--- src/rtl/bp_resolve_if.sv ---
// Fetch/execute/predictor-update bundle for the branch-resolution tracker.
interface bp_resolve_if #(
    parameter int unsigned DEPTH = 8,
    parameter int unsigned IDX_W = 8
);
    localparam int unsigned CNT_W = $clog2(DEPTH) + 1;

    logic             push_valid;
    logic [IDX_W-1:0] push_idx;
    logic             push_pred;
    logic             push_ready;
    logic             res_valid;
    logic             res_taken;
    logic             res_ready;
    logic [IDX_W-1:0] upd_addr;
    logic             upd_taken;
    logic             upd_we;
    logic             mispredict;
    logic [CNT_W-1:0] count;

    // Fetch/execute side: drives branches and outcomes, watches updates.
    modport master (
        output push_valid, push_idx, push_pred, res_valid, res_taken,
        input  push_ready, res_ready, upd_addr, upd_taken, upd_we, mispredict, count
    );

    // Tracker side.
    modport slave (
        input  push_valid, push_idx, push_pred, res_valid, res_taken,
        output push_ready, res_ready, upd_addr, upd_taken, upd_we, mispredict, count
    );
endinterface

--- src/rtl/bp_resolve.sv ---
// In-order branch-resolution tracker: queues predictions, trains the
// predictor on resolve and flushes wrong-path entries on a mispredict.
module bp_resolve #(
    parameter int unsigned DEPTH = 8,
    parameter int unsigned IDX_W = 8
) (
    input  logic         clk,
    input  logic         rst_n,
    bp_resolve_if.slave  bus
);
    localparam int unsigned PTR_W = $clog2(DEPTH);
    localparam int unsigned CNT_W = PTR_W + 1;

    typedef struct packed {
        logic [IDX_W-1:0] idx;
        logic             pred;
    } entry_t;

    entry_t           mem [DEPTH];
    logic [PTR_W-1:0] rd_ptr;
    logic [PTR_W-1:0] wr_ptr;
    logic [CNT_W-1:0] count_q;
    logic [CNT_W-1:0] count_nxt_c;

    logic [IDX_W-1:0] upd_addr_q;
    logic             upd_taken_q;
    logic             upd_we_q;
    logic             mispredict_q;

    entry_t           head_c;
    logic             push_ok_c;
    logic             res_ok_c;
    logic             mis_c;

    // Handshakes depend only on the registered occupancy.
    assign bus.push_ready = (count_q != CNT_W'(DEPTH));
    assign bus.res_ready  = (count_q != CNT_W'(0));

    assign bus.count      = count_q;
    assign bus.upd_addr   = upd_addr_q;
    assign bus.upd_taken  = upd_taken_q;
    assign bus.upd_we     = upd_we_q;
    assign bus.mispredict = mispredict_q;

    // Accept decisions and the mispredict condition for the oldest entry.
    always_comb begin
        head_c    = mem[rd_ptr];
        push_ok_c = bus.push_valid && bus.push_ready;
        res_ok_c  = bus.res_valid && bus.res_ready;
        mis_c     = res_ok_c && (bus.res_taken ^ head_c.pred);
    end

    // Next occupancy: a mispredict empties the queue and drops any same-cycle push.
    always_comb begin
        count_nxt_c = count_q;
        if (mis_c) begin
            count_nxt_c = '0;
        end else if (push_ok_c && !res_ok_c) begin
            count_nxt_c = count_q + CNT_W'(1);
        end else if (!push_ok_c && res_ok_c) begin
            count_nxt_c = count_q - CNT_W'(1);
        end
    end

    // Pointers and occupancy.
    always_ff @(posedge clk or negedge rst_n) begin
        if (!rst_n) begin
            rd_ptr  <= '0;
            wr_ptr  <= '0;
            count_q <= '0;
        end else begin
            count_q <= count_nxt_c;
            if (res_ok_c) begin
                rd_ptr <= rd_ptr + PTR_W'(1);
            end
            if (mis_c) begin
                wr_ptr <= rd_ptr + PTR_W'(1);
            end else if (push_ok_c) begin
                wr_ptr <= wr_ptr + PTR_W'(1);
            end
        end
    end

    // Entry storage; wrong-path pushes never land.
    always_ff @(posedge clk) begin
        if (push_ok_c && !mis_c) begin
            mem[wr_ptr] <= '{idx: bus.push_idx, pred: bus.push_pred};
        end
    end

    // Registered predictor write port and mispredict pulse.
    always_ff @(posedge clk or negedge rst_n) begin
        if (!rst_n) begin
            upd_addr_q   <= '0;
            upd_taken_q  <= 1'b0;
            upd_we_q     <= 1'b0;
            mispredict_q <= 1'b0;
        end else begin
            upd_we_q     <= res_ok_c;
            mispredict_q <= mis_c;
            if (res_ok_c) begin
                upd_addr_q  <= head_c.idx;
                upd_taken_q <= bus.res_taken;
            end
        end
    end
endmodule

--- src/flat_wrapper.sv ---
// flat-port wrapper written by rule: the top's interface ports become plain ports
module bp_resolve_flat 
#(
    parameter int unsigned DEPTH = 8,
    parameter int unsigned IDX_W = 8
)
  (clk, rst_n, bus_push_valid, bus_push_idx, bus_push_pred, bus_res_valid, bus_res_taken, bus_push_ready, bus_res_ready, bus_upd_addr, bus_upd_taken, bus_upd_we, bus_mispredict, bus_count);
  bp_resolve_if #(.DEPTH(DEPTH), .IDX_W(IDX_W)) bus_i ();
  input  logic clk;
  input  logic rst_n;
  input wire logic [$bits(bus_i.push_valid)-1:0] bus_push_valid;
  input wire logic [$bits(bus_i.push_idx)-1:0] bus_push_idx;
  input wire logic [$bits(bus_i.push_pred)-1:0] bus_push_pred;
  input wire logic [$bits(bus_i.res_valid)-1:0] bus_res_valid;
  input wire logic [$bits(bus_i.res_taken)-1:0] bus_res_taken;
  output wire logic [$bits(bus_i.push_ready)-1:0] bus_push_ready;
  output wire logic [$bits(bus_i.res_ready)-1:0] bus_res_ready;
  output wire logic [$bits(bus_i.upd_addr)-1:0] bus_upd_addr;
  output wire logic [$bits(bus_i.upd_taken)-1:0] bus_upd_taken;
  output wire logic [$bits(bus_i.upd_we)-1:0] bus_upd_we;
  output wire logic [$bits(bus_i.mispredict)-1:0] bus_mispredict;
  output wire logic [$bits(bus_i.count)-1:0] bus_count;
  assign bus_i.push_valid = bus_push_valid;
  assign bus_i.push_idx = bus_push_idx;
  assign bus_i.push_pred = bus_push_pred;
  assign bus_i.res_valid = bus_res_valid;
  assign bus_i.res_taken = bus_res_taken;
  assign bus_push_ready = bus_i.push_ready;
  assign bus_res_ready = bus_i.res_ready;
  assign bus_upd_addr = bus_i.upd_addr;
  assign bus_upd_taken = bus_i.upd_taken;
  assign bus_upd_we = bus_i.upd_we;
  assign bus_mispredict = bus_i.mispredict;
  assign bus_count = bus_i.count;
  bp_resolve #(.DEPTH(DEPTH), .IDX_W(IDX_W)) u_core (.clk(clk), .rst_n(rst_n), .bus(bus_i));
endmodule
--- config.mk ---
export PLATFORM = sky130hd
export DESIGN_NAME = bp_resolve_flat
export DESIGN_NICKNAME = d
export VERILOG_FILES = /design/src/rtl/bp_resolve_if.sv /design/src/rtl/bp_resolve.sv /design/src/flat_wrapper.sv
export SDC_FILE = /design/constraint.sdc
export NUM_CORES = 1
export LEC_CHECK = 0
export CELL_PAD_IN_SITES_DETAIL_PLACEMENT = 1
export CELL_PAD_IN_SITES_GLOBAL_PLACEMENT = 2
export CORE_ASPECT_RATIO = 0.8
export CORE_UTILIZATION = 46
export DETAILED_ROUTE_END_ITERATION = 7
export PLACE_DENSITY_LB_ADDON = 0.1
export SKIP_CTS_REPAIR_TIMING = 1
export SYNTH_ARGS = -nofsm -noshare
export SYNTH_HDL_FRONTEND = slang
export SYNTH_SLANG_ARGS = --single-unit
--- constraint.sdc ---
create_clock -name clk -period 7.89 [get_ports clk]
set_input_delay 1.578 -clock clk [delete_from_list [all_inputs] [get_ports clk]]
set_output_delay 1.578 -clock clk [all_outputs]
set_load 0.005 [all_outputs]
==> results of run 1 <==
==> flip-flops by register name, summed over array words and instances, names as in the netlist <==
| name | count |
|---|---|
| u_core.bus.upd_addr | 8 |
| u_core.bus.count | 4 |
| u_core.bus.upd_we | 1 |
| u_core.wr_ptr | 3 |
| u_core.bus.upd_taken | 1 |
| u_core.mem | 72 |
| u_core.rd_ptr | 3 |
| u_core.bus.mispredict | 1 |
==> cell usage after synthesis (all sizes together) <==
| cell type | instances | area share |
|---|---|---|
| edfxtp | 72 | 0.57 |
| dfrtp | 21 | 0.14 |
| mux4 | 17 | 0.10 |
| nand2 | 17 | 0.017 |
| nor2 | 13 | 0.013 |
| o21ai | 11 | 0.017 |
| mux2i | 10 | 0.028 |
| a21oi | 5 | 0.0086 |
| ha | 5 | 0.017 |
| inv | 5 | 0.0050 |
| xor2 | 5 | 0.012 |
| buf | 4 | 0.0083 |
| clkbuf | 4 | 0.0040 |
| mux2 | 4 | 0.013 |
| nand2b | 3 | 0.0050 |
| nor3 | 3 | 0.0066 |
| xnor2 | 3 | 0.0070 |
| a21o | 2 | 0.0040 |
| a21boi | 1 | 0.0030 |
| and2 | 1 | 0.0017 |
| fa | 1 | 0.0053 |
| nand3 | 1 | 0.0013 |
| nand3b | 1 | 0.0020 |
| o41ai | 1 | 0.0043 |
| or3 | 1 | 0.0017 |
==> routing by layer <==
layer	global-route usage	vias up	wire (microns)
met5	0	-	0
met4	0.0551	0	89
met3	0.0471	8	248
met2	0.317	31	3730
met1	0.276	992	3450
li1	-	873	-
==> power by group through the flow <==
stage / logic [uW] / clock network, uW / registers, uW
floorplan: 377 / 0 / 695
global placement: 518 / 0 / 736
detailed placement: 543 / 0 / 746
CTS: 547 / 343 / 735
global route: 593 / 358 / 748
finish: 536 / 337 / 735
==> stage by stage <==
step | power, uW | utilization
after floorplan | 1070 | -
after detailed placement | 1290 | 0.525
after global placement | 1250 | 0.525
after global routing | 1700 | 0.552
final | 1610 | 0.552
after CTS | 1630 | 0.552
==> worst max-delay path, cell delays in order <==
cell and delay (ps):
clkdlybuf4s50_1 450, o41ai_4 210, inv_1 230, and2_1 260
mux2i_2 240, nand3b_1 210, nor2_1 780
==> worst max path at each step <==
stage,endpoint,start,cells past startpoint
finish,u_core.mem[2][6]$_DFFE_PP_,bus_res_valid,7
global route,u_core.mem[2][6]$_DFFE_PP_,bus_res_valid,7
CTS,u_core.mem[5][1]$_DFFE_PP_,bus_res_valid,7
detailed placement,u_core.mem[2][3]$_DFFE_PP_,bus_res_valid,7
global placement,u_core.mem[3][1]$_DFFE_PP_,bus_res_valid,7
floorplan,u_core.bus.count[3]$_DFFE_PN0P_,bus_res_valid,10
==> layout make-up <==
| cell class | instances | area [sq um] |
|---|---|---|
| inverter | 5 | 18.8 |
| sequential | 93 | 2690 |
| tap | 108 | 135 |
| multi-input combinational | 105 | 1030 |
| fill | 716 | 3560 |
| clock buffer | 9 | 124 |
| timing repair buffer | 31 | 308 |
| clock inverter | 7 | 88.8 |
==> kinds of logic (layout without fill, tap and decap cells) <==
group / count (synthesis) / count (layout) / share of synthesized area
fa+ha+maj: 6 / 6 / 0.0219
xor+xnor: 8 / 8 / 0.0186
buf+inv: 13 / 52 / 0.0173
compound gates: 20 / 20 / 0.0365
mux: 31 / 31 / 0.144
flops: 93 / 93 / 0.713
simple gates: 40 / 40 / 0.0482
==> metrics.yaml, run 1 <==
status: "completed"
finalSetupViolations: 0
insertion_delay_ps: 350
place.gp.congestion: 0.777
wl_microns: 7520
pin_count: 31
critPathArrivalTime_ps: 3960
yosysUniqueCellTypes: 34
numCtsBuffers: 9
dp_hpwl_microns: 5230
rrSetupSlack_ps: 4240
drt-pass1-iter-count: 4
worst_pin_slew_ps: 1110
comb_power_share: 0.333
p_per_area_mw_per_mm2: 367
grt_pass1_wl_microns: 11900
skew_ps: 14.9
die_h_microns: 82.9
htreeDepth: 3
reg2reg_from: "u_core.bus.count[0]$_DFFE_PN0P_"
relSlewSlack: 0.258
switching_share: 0.322
final_nets: 265
hold_end: "u_core.bus.upd_addr[4]$_DFFE_PN0P_"
coreArea_sq_mm: 0.00795
hold_start: "u_core.bus.upd_addr[4]$_DFFE_PN0P_"
setup_tns_ps: 0
die_w_microns: 103
r2r-end: "u_core.mem[2][6]$_DFFE_PP_"
hp-class: "reg -> reg"
design_area_sq_mm: 0.00439
antenna_found_initial: 0
ys_seq_elements: 93
final_common_cell: "edfxtp_1"
post-route-period-util: 0.506
min_path_cells: 2
fmax_ghz: 0.251
required_ps: 7860
place_inst: 342
io_buffers: 30
crit_path_end_kind: "flop"
hold_violations: 0
grt_max_degree: 24
stdcell_count: 358
syn_area_sq_mm: 0.00377
syn_nets: 231
grt_overflow: 0
drc: 0
cts.sinks: 93
critical_path_class: "in -> reg"
intPower_uw: 1090
leakage_uw: 0.00155
post_dp_cell_area_sq_mm: 0.00418
peakVddDrop_uv: 179
ys_seq_area_frac: 0.713
path_clk_slew_ps: 80
rsz0062_at_grt: "false"
vias: 1904
clockBufferDepth: 2
cp_max_fo: 22
cp-start-kind: "input pin"
p_sw_uw: 517
slew_viol_final: 0
drt-initial-drc-count: 55
finalCriticalPeriod_ps: 3990
rr_worst_depth: 6
fin_ws_ps: 3900
clockRootBuffer: "clkbuf_8"
grt_pass1_vias: 2128
area.growth.synth_to_final_pct: 16.5
start_util: 0.474
drive_gt1_frac: 0.176
p_clk_frac: 0.210
final_cell_mix: "edfxtp_1 (72), clkdlybuf4s50_1 (30), dfrtp_1 (21)"
netlist_instances: 211
pre_cts_slack_ps: 3510
fin_hold_ws_ps: 486
antenna_cells: 0
rows: 29
ant_nets: 0
seqPwrFrac: 0.457
die-area_sq_mm: 0.00856
drv_cap: 0
cts_tree: "done"
grt_usage: 0.199
yosys_warnings: 0
vias_per_cell: 5.32
syn_avg_cell_area_sq_um: 17.9
post_drt_wl_per_cell_microns: 21.0
Power figures use the tool's default switching activity.
==> run 2, diff against run 1 <==
- CORE_UTILIZATION: 46 -> 43
- clock period: 7.89 -> 3.7 ns (I/O delays scaled with it)
==> run 2 against run 1 <==
Compared with the run above:
- clock-buffer cell count unchanged
- register-to-register slack got worse by 3900 ps
- via count increased by 3.2%
- clock power increased by 110%
- clock skew decreased by 6.1 ps
- sequential share of layout area decreased by 1.8 points
- critical path depth increased by 2
- critical path type is now reg -> reg
- critical endpoint is now u_core.bus.count[3]$_DFFE_PN0P_
- largest power group unchanged
==> metrics.yaml, run 2 (synthesis gave the netlist of run 1 again) <==
grt_pass1_wl_microns: 12000
cp_max_fo: 22
pin_count: 31
start_util: 0.444
switching_share: 0.325
vias: 1964
status: "completed"
top_register: "u_core.mem"
clockRootBuffer: "clkbuf_8"
finalCriticalPeriod_ps: 3370
antenna_found_initial: 0
hold_violations: 0
cts.sinks: 93
comb_power_share: 0.355
cpPeakStageDelay_ps: 1100
cts_tree: "done"
path_clk_slew_ps: 90
drive_gt1_frac: 0.239
critical_path_class: "reg -> reg"
final_cell_mix: "edfxtp_1 (72), clkdlybuf4s50_1 (30), dfrtp_1 (21)"
final_common_cell: "edfxtp_1"
place.gp.congestion: 0.720
peakVddDrop_uv: 340
largest_reg_flops: 72
finalSetupViolations: 0
leakage_uw: 0.00164
grt_usage: 0.184
p_sw_uw: 1110
io_buffers: 30
clockBufferDepth: 2
die_h_microns: 85.7
seqPwrFrac: 0.443
crit_path_end_kind: "flop"
die_w_microns: 107
fillers: 831
relSlewSlack: 0.208
grt_overflow: 0
rsz0062_at_grt: "false"
post_drt_wl_per_cell_microns: 20.0
post-route-period-util: 0.911
slowest_stage: "o41ai_4"
drc: 0
wl_microns: 7590
slew_viol_final: 0
rows: 30
intPower_uw: 2310
fmax_ghz: 0.297
hp-class: "reg -> reg"
insertion_delay_ps: 360
drv_cap: 0
area.growth.synth_to_final_pct: 20.0
cp-start-kind: "flop"
numCtsBuffers: 9
htreeDepth: 3
vias_per_cell: 5.17
worst_pin_slew_ps: 1180
coreArea_sq_mm: 0.00848
critPathMostFrequentCell: "ha_1"
p_total_uw: 3430
cpLargestDelayFamily: "compound AO/OA/AOI/OAI gates"
setup_tns_ps: 0
critPathArrivalTime_ps: 3660
die-area_sq_mm: 0.00914
drt-initial-drc-count: 83
grt_max_degree: 23
antenna_cells: 0
drt-pass1-iter-count: 4
skew_ps: 8.81
ant_nets: 0
crit_buf_inv: 1
p_clk_frac: 0.203
dp_hpwl_microns: 5380
fin_hold_ws_ps: 514
crit_chain: "o41ai_4 > ha_1 > inv_1 > ha_1 > a21o_1 > a21oi_1 > xnor2_1 > or3_1 > a21oi_2"
required_ps: 3990
p_per_area_mw_per_mm2: 758
final_nets: 283
grt_pass1_vias: 2115
==> run 2: cell types whose count changed in the layout (fill, tap and decap cells not counted), sizes merged <==
cell / before / now
buf: 1 / 19
clkinv: 3 / 1
inv: 6 / 8
bufinv: 2 / 1
clkinvlp: 1 / 2
==> run 2: layout make-up <==
type / count / area, sq um / share of cell area
Clock buffer: 9 / 124 / 0.0274
Clock inverter: 7 / 81.3 / 0.0180
Inverter: 5 / 18.8 / 0.00415
Sequential cell: 93 / 2690 / 0.595
Timing Repair Buffer: 49 / 443 / 0.0980
Tap cell: 112 / 140 / 0.0310
Multi-Input combinational cell: 105 / 1030 / 0.227
==> run 2: per-stage QoR <==
| step | util | setup WS (ps) | instances | cell area (sq um) |
|---|---|---|---|---|
| 6_report | 0.533 | 329 | 380 | 4520 |
| 5_1_grt | 0.533 | 45.9 | 380 | 4520 |
| 4_1_cts | 0.533 | 280 | 380 | 4520 |
| 3_5_place_dp | 0.509 | 336 | 364 | 4320 |
| 3_3_place_gp | 0.509 | 561 | 364 | 4320 |
| 2_1_floorplan | - | 1010 | 211 | 3770 |
==> run 2: final timing paths <==
check                                                         from                                  to  slack, ps  cells after the start
worst max-delay path               u_core.bus.count[0]$_DFFE_PN0P_     u_core.bus.count[3]$_DFFE_PN0P_        330                      9
worst min-delay path            u_core.bus.upd_addr[7]$_DFFE_PN0P_  u_core.bus.upd_addr[7]$_DFFE_PN0P_        510                      2
worst max register to register     u_core.bus.count[0]$_DFFE_PN0P_     u_core.bus.count[3]$_DFFE_PN0P_        330                      9
worst min register to register  u_core.bus.upd_addr[7]$_DFFE_PN0P_  u_core.bus.upd_addr[7]$_DFFE_PN0P_        510                      2
max in group asynchronous                                    rst_n  u_core.bus.upd_addr[7]$_DFFE_PN0P_       2120                      1
min in group asynchronous                                    rst_n     u_core.bus.count[0]$_DFFE_PN0P_        940                      1
==> run 2: tightest hold or removal path: cells and delay by family, from the launching register on <==
family / cells / cell delay, ps
AO/OA/AOI/OAI: 1 / 60
flip-flops: 1 / 360
AND/OR/NAND/NOR: 1 / 60
==> run 2: power groups by stage <==
| stage | Combinational, uW | Sequential (uW) | Clock [uW] |
|---|---|---|---|
| after floorplan | 803 | 1480 | 0 |
| after global placement | 1190 | 1520 | 0 |
| after detailed placement | 1240 | 1540 | 0 |
| after CTS | 1250 | 1520 | 718 |
| after global routing | 1340 | 1550 | 747 |
| final | 1220 | 1520 | 695 |
==> run 2: metal layers <==
layer  vias up  global-route usage  routed length, microns  share of wire
met3        11              0.0517                     251          0.033
met2        32               0.313                    3940           0.52
li1        911                   -                       -              -
met5         -                   0                       0              0
met1      1010               0.231                    3290           0.43
met4         0              0.0573                     113          0.015
==> run 3, diff against run 2 <==
- CELL_PAD_IN_SITES_GLOBAL_PLACEMENT: 2 -> 1
- CORE_UTILIZATION: 43 -> 49
- PLACE_DENSITY_LB_ADDON: 0.1 -> 0.25
==> run 3 against run 2 <==
Compared with the run above:
- sequential cell count unchanged
- via count down 2.4%
- worst setup slack better by 180 ps
- worst hold slack worse by 29 ps
- critical endpoint unchanged
- clock-buffer cell count increased by 2
- clock skew increased by 2.1 ps
- highest routed layer unchanged
- die area shrank 12%
==> metrics.yaml, run 3 (synthesis gave the netlist of run 1 again) <==
status: "completed"
insertion_delay_ps: 360
slowest_stage: "o41ai_4"
hold_violations: 0
ant_nets: 0
wl_microns: 7290
crit_chain: "o41ai_4 > ha_1 > inv_1 > ha_1 > a21o_1 > a21oi_1 > xnor2_1 > or3_1 > a21oi_2"
start_util: 0.507
grt_overflow: 0
drc: 0
post_drt_wl_per_cell_microns: 20.0
drive_gt1_frac: 0.208
crit_buf_inv: 1
cts_tree: "done"
final_common_cell: "edfxtp_1"
p_per_area_mw_per_mm2: 761
relSlewSlack: 0.315
stdcell_count: 365
multi_input_area_sq_mm: 0.00103
met1_usage: 0.264
fin_hold_ws_ps: 485
antenna_found_initial: 0
post_dp_cell_area_sq_mm: 0.00425
vias: 1917
vias_per_cell: 5.25
leakage_uw: 0.00159
seqCellArea_sq_mm: 0.00269
rows: 28
drv_cap: 0
slew_viol_final: 0
cp-start-kind: "flop"
largest_reg_flops: 72
drt-initial-drc-count: 149
cp_max_fo: 22
die_w_microns: 100
finalSetupViolations: 0
io_buffers: 30
hp-class: "reg -> reg"
setup_tns_ps: 0
area.growth.synth_to_final_pct: 17.8
rsz0062_at_grt: "false"
fillers: 704
critPathMostFrequentCell: "ha_1"
grt_pass1_vias: 2078
numCtsBuffers: 9
cts.sinks: 93
critPathArrivalTime_ps: 3490
required_ps: 4000
crit_path_end_kind: "flop"
gr-usage-met2: 0.329
antenna_cells: 0
path_clk_slew_ps: 90
htreeDepth: 3
pin_count: 31
worst_pin_slew_ps: 1020
coreArea_sq_mm: 0.00743
design_area_sq_mm: 0.00444
grt_max_degree: 23
die_h_microns: 80.4
grt_usage: 0.202
top_register: "u_core.mem"
cpPeakStageDelay_ps: 980
critical_path_class: "reg -> reg"
busiest_layer: "met2"
finalCriticalPeriod_ps: 3190
clockBufferDepth: 2
final_cell_mix: "edfxtp_1 (72), clkdlybuf4s50_1 (30), dfrtp_1 (21)"
drt-pass1-iter-count: 4
skew_ps: 10.9
clockRootBuffer: "clkbuf_8"
cpLargestDelayFamily: "compound AO/OA/AOI/OAI gates"
fmax_ghz: 0.313
final_nets: 275
die-area_sq_mm: 0.00805
post-route-period-util: 0.862
place.gp.congestion: 0.772
grt_pass1_wl_microns: 11200
dp_hpwl_microns: 4920
peakVddDrop_uv: 352
met3_usage: 0.0557
place_inst: 349
[run 3: cell types whose count changed in the layout (fill, tap and decap cells not counted), sizes merged]
cell      change
inv           -3
buf           -8
clkinv        +3
clkinvlp      -2
clkbuf        +2
[run 3: through the flow]
stage	util	power, uW	setup slack, ps
global placement	0.572	2710	613
floorplan	-	2290	1010
global route	0.598	3570	253
detailed placement	0.572	2750	471
CTS	0.598	3420	468
finish	0.598	3380	509
[run 3: final timing paths]
kind,from,end,slack [ps],depth (start not counted)
max,u_core.bus.count[0]$_DFFE_PN0P_,u_core.bus.count[3]$_DFFE_PN0P_,510,9
min,u_core.bus.upd_addr[3]$_DFFE_PN0P_,u_core.bus.upd_addr[3]$_DFFE_PN0P_,490,2
max reg2reg,u_core.bus.count[0]$_DFFE_PN0P_,u_core.bus.count[3]$_DFFE_PN0P_,510,9
min reg2reg,u_core.bus.upd_addr[3]$_DFFE_PN0P_,u_core.bus.upd_addr[3]$_DFFE_PN0P_,490,2
max in group asynchronous,rst_n,u_core.rd_ptr[1]$_DFFE_PN0P_,2230,1
min in group asynchronous,rst_n,u_core.bus.count[3]$_DFFE_PN0P_,890,1
[run 3: per-layer routing]
metal / vias to the layer above / share of wire
met3: 8 / 0.037
met5: - / 0
met2: 43 / 0.48
li1: 892 / -
met4: 0 / 0.014
met1: 974 / 0.47
[run 3: tightest hold or removal path: cells and delay by family, from the launching register on]
kind | cells | cell delay [ps]
flip-flops | 1 | 350
AO/OA/AOI/OAI | 1 | 60
AND/OR/NAND/NOR | 1 | 50
[run 3: power breakdown]
part	total, uW	switching [uW]	internal [uW]	leakage, uW
clock	666	350	315	0.0000975
sequential	1510	158	1350	0.000910
combinational	1200	583	622	0.000587
total	3380	1090	2290	0.00159
[run 3: layout make-up]
class | count | area share
timing repair buffer | 41 | 0.0862
clock inverter | 5 | 0.0138
sequential | 93 | 0.605
inverter | 5 | 0.00423
tap | 105 | 0.0296
clock buffer | 11 | 0.0296
multi-input combinational | 105 | 0.231
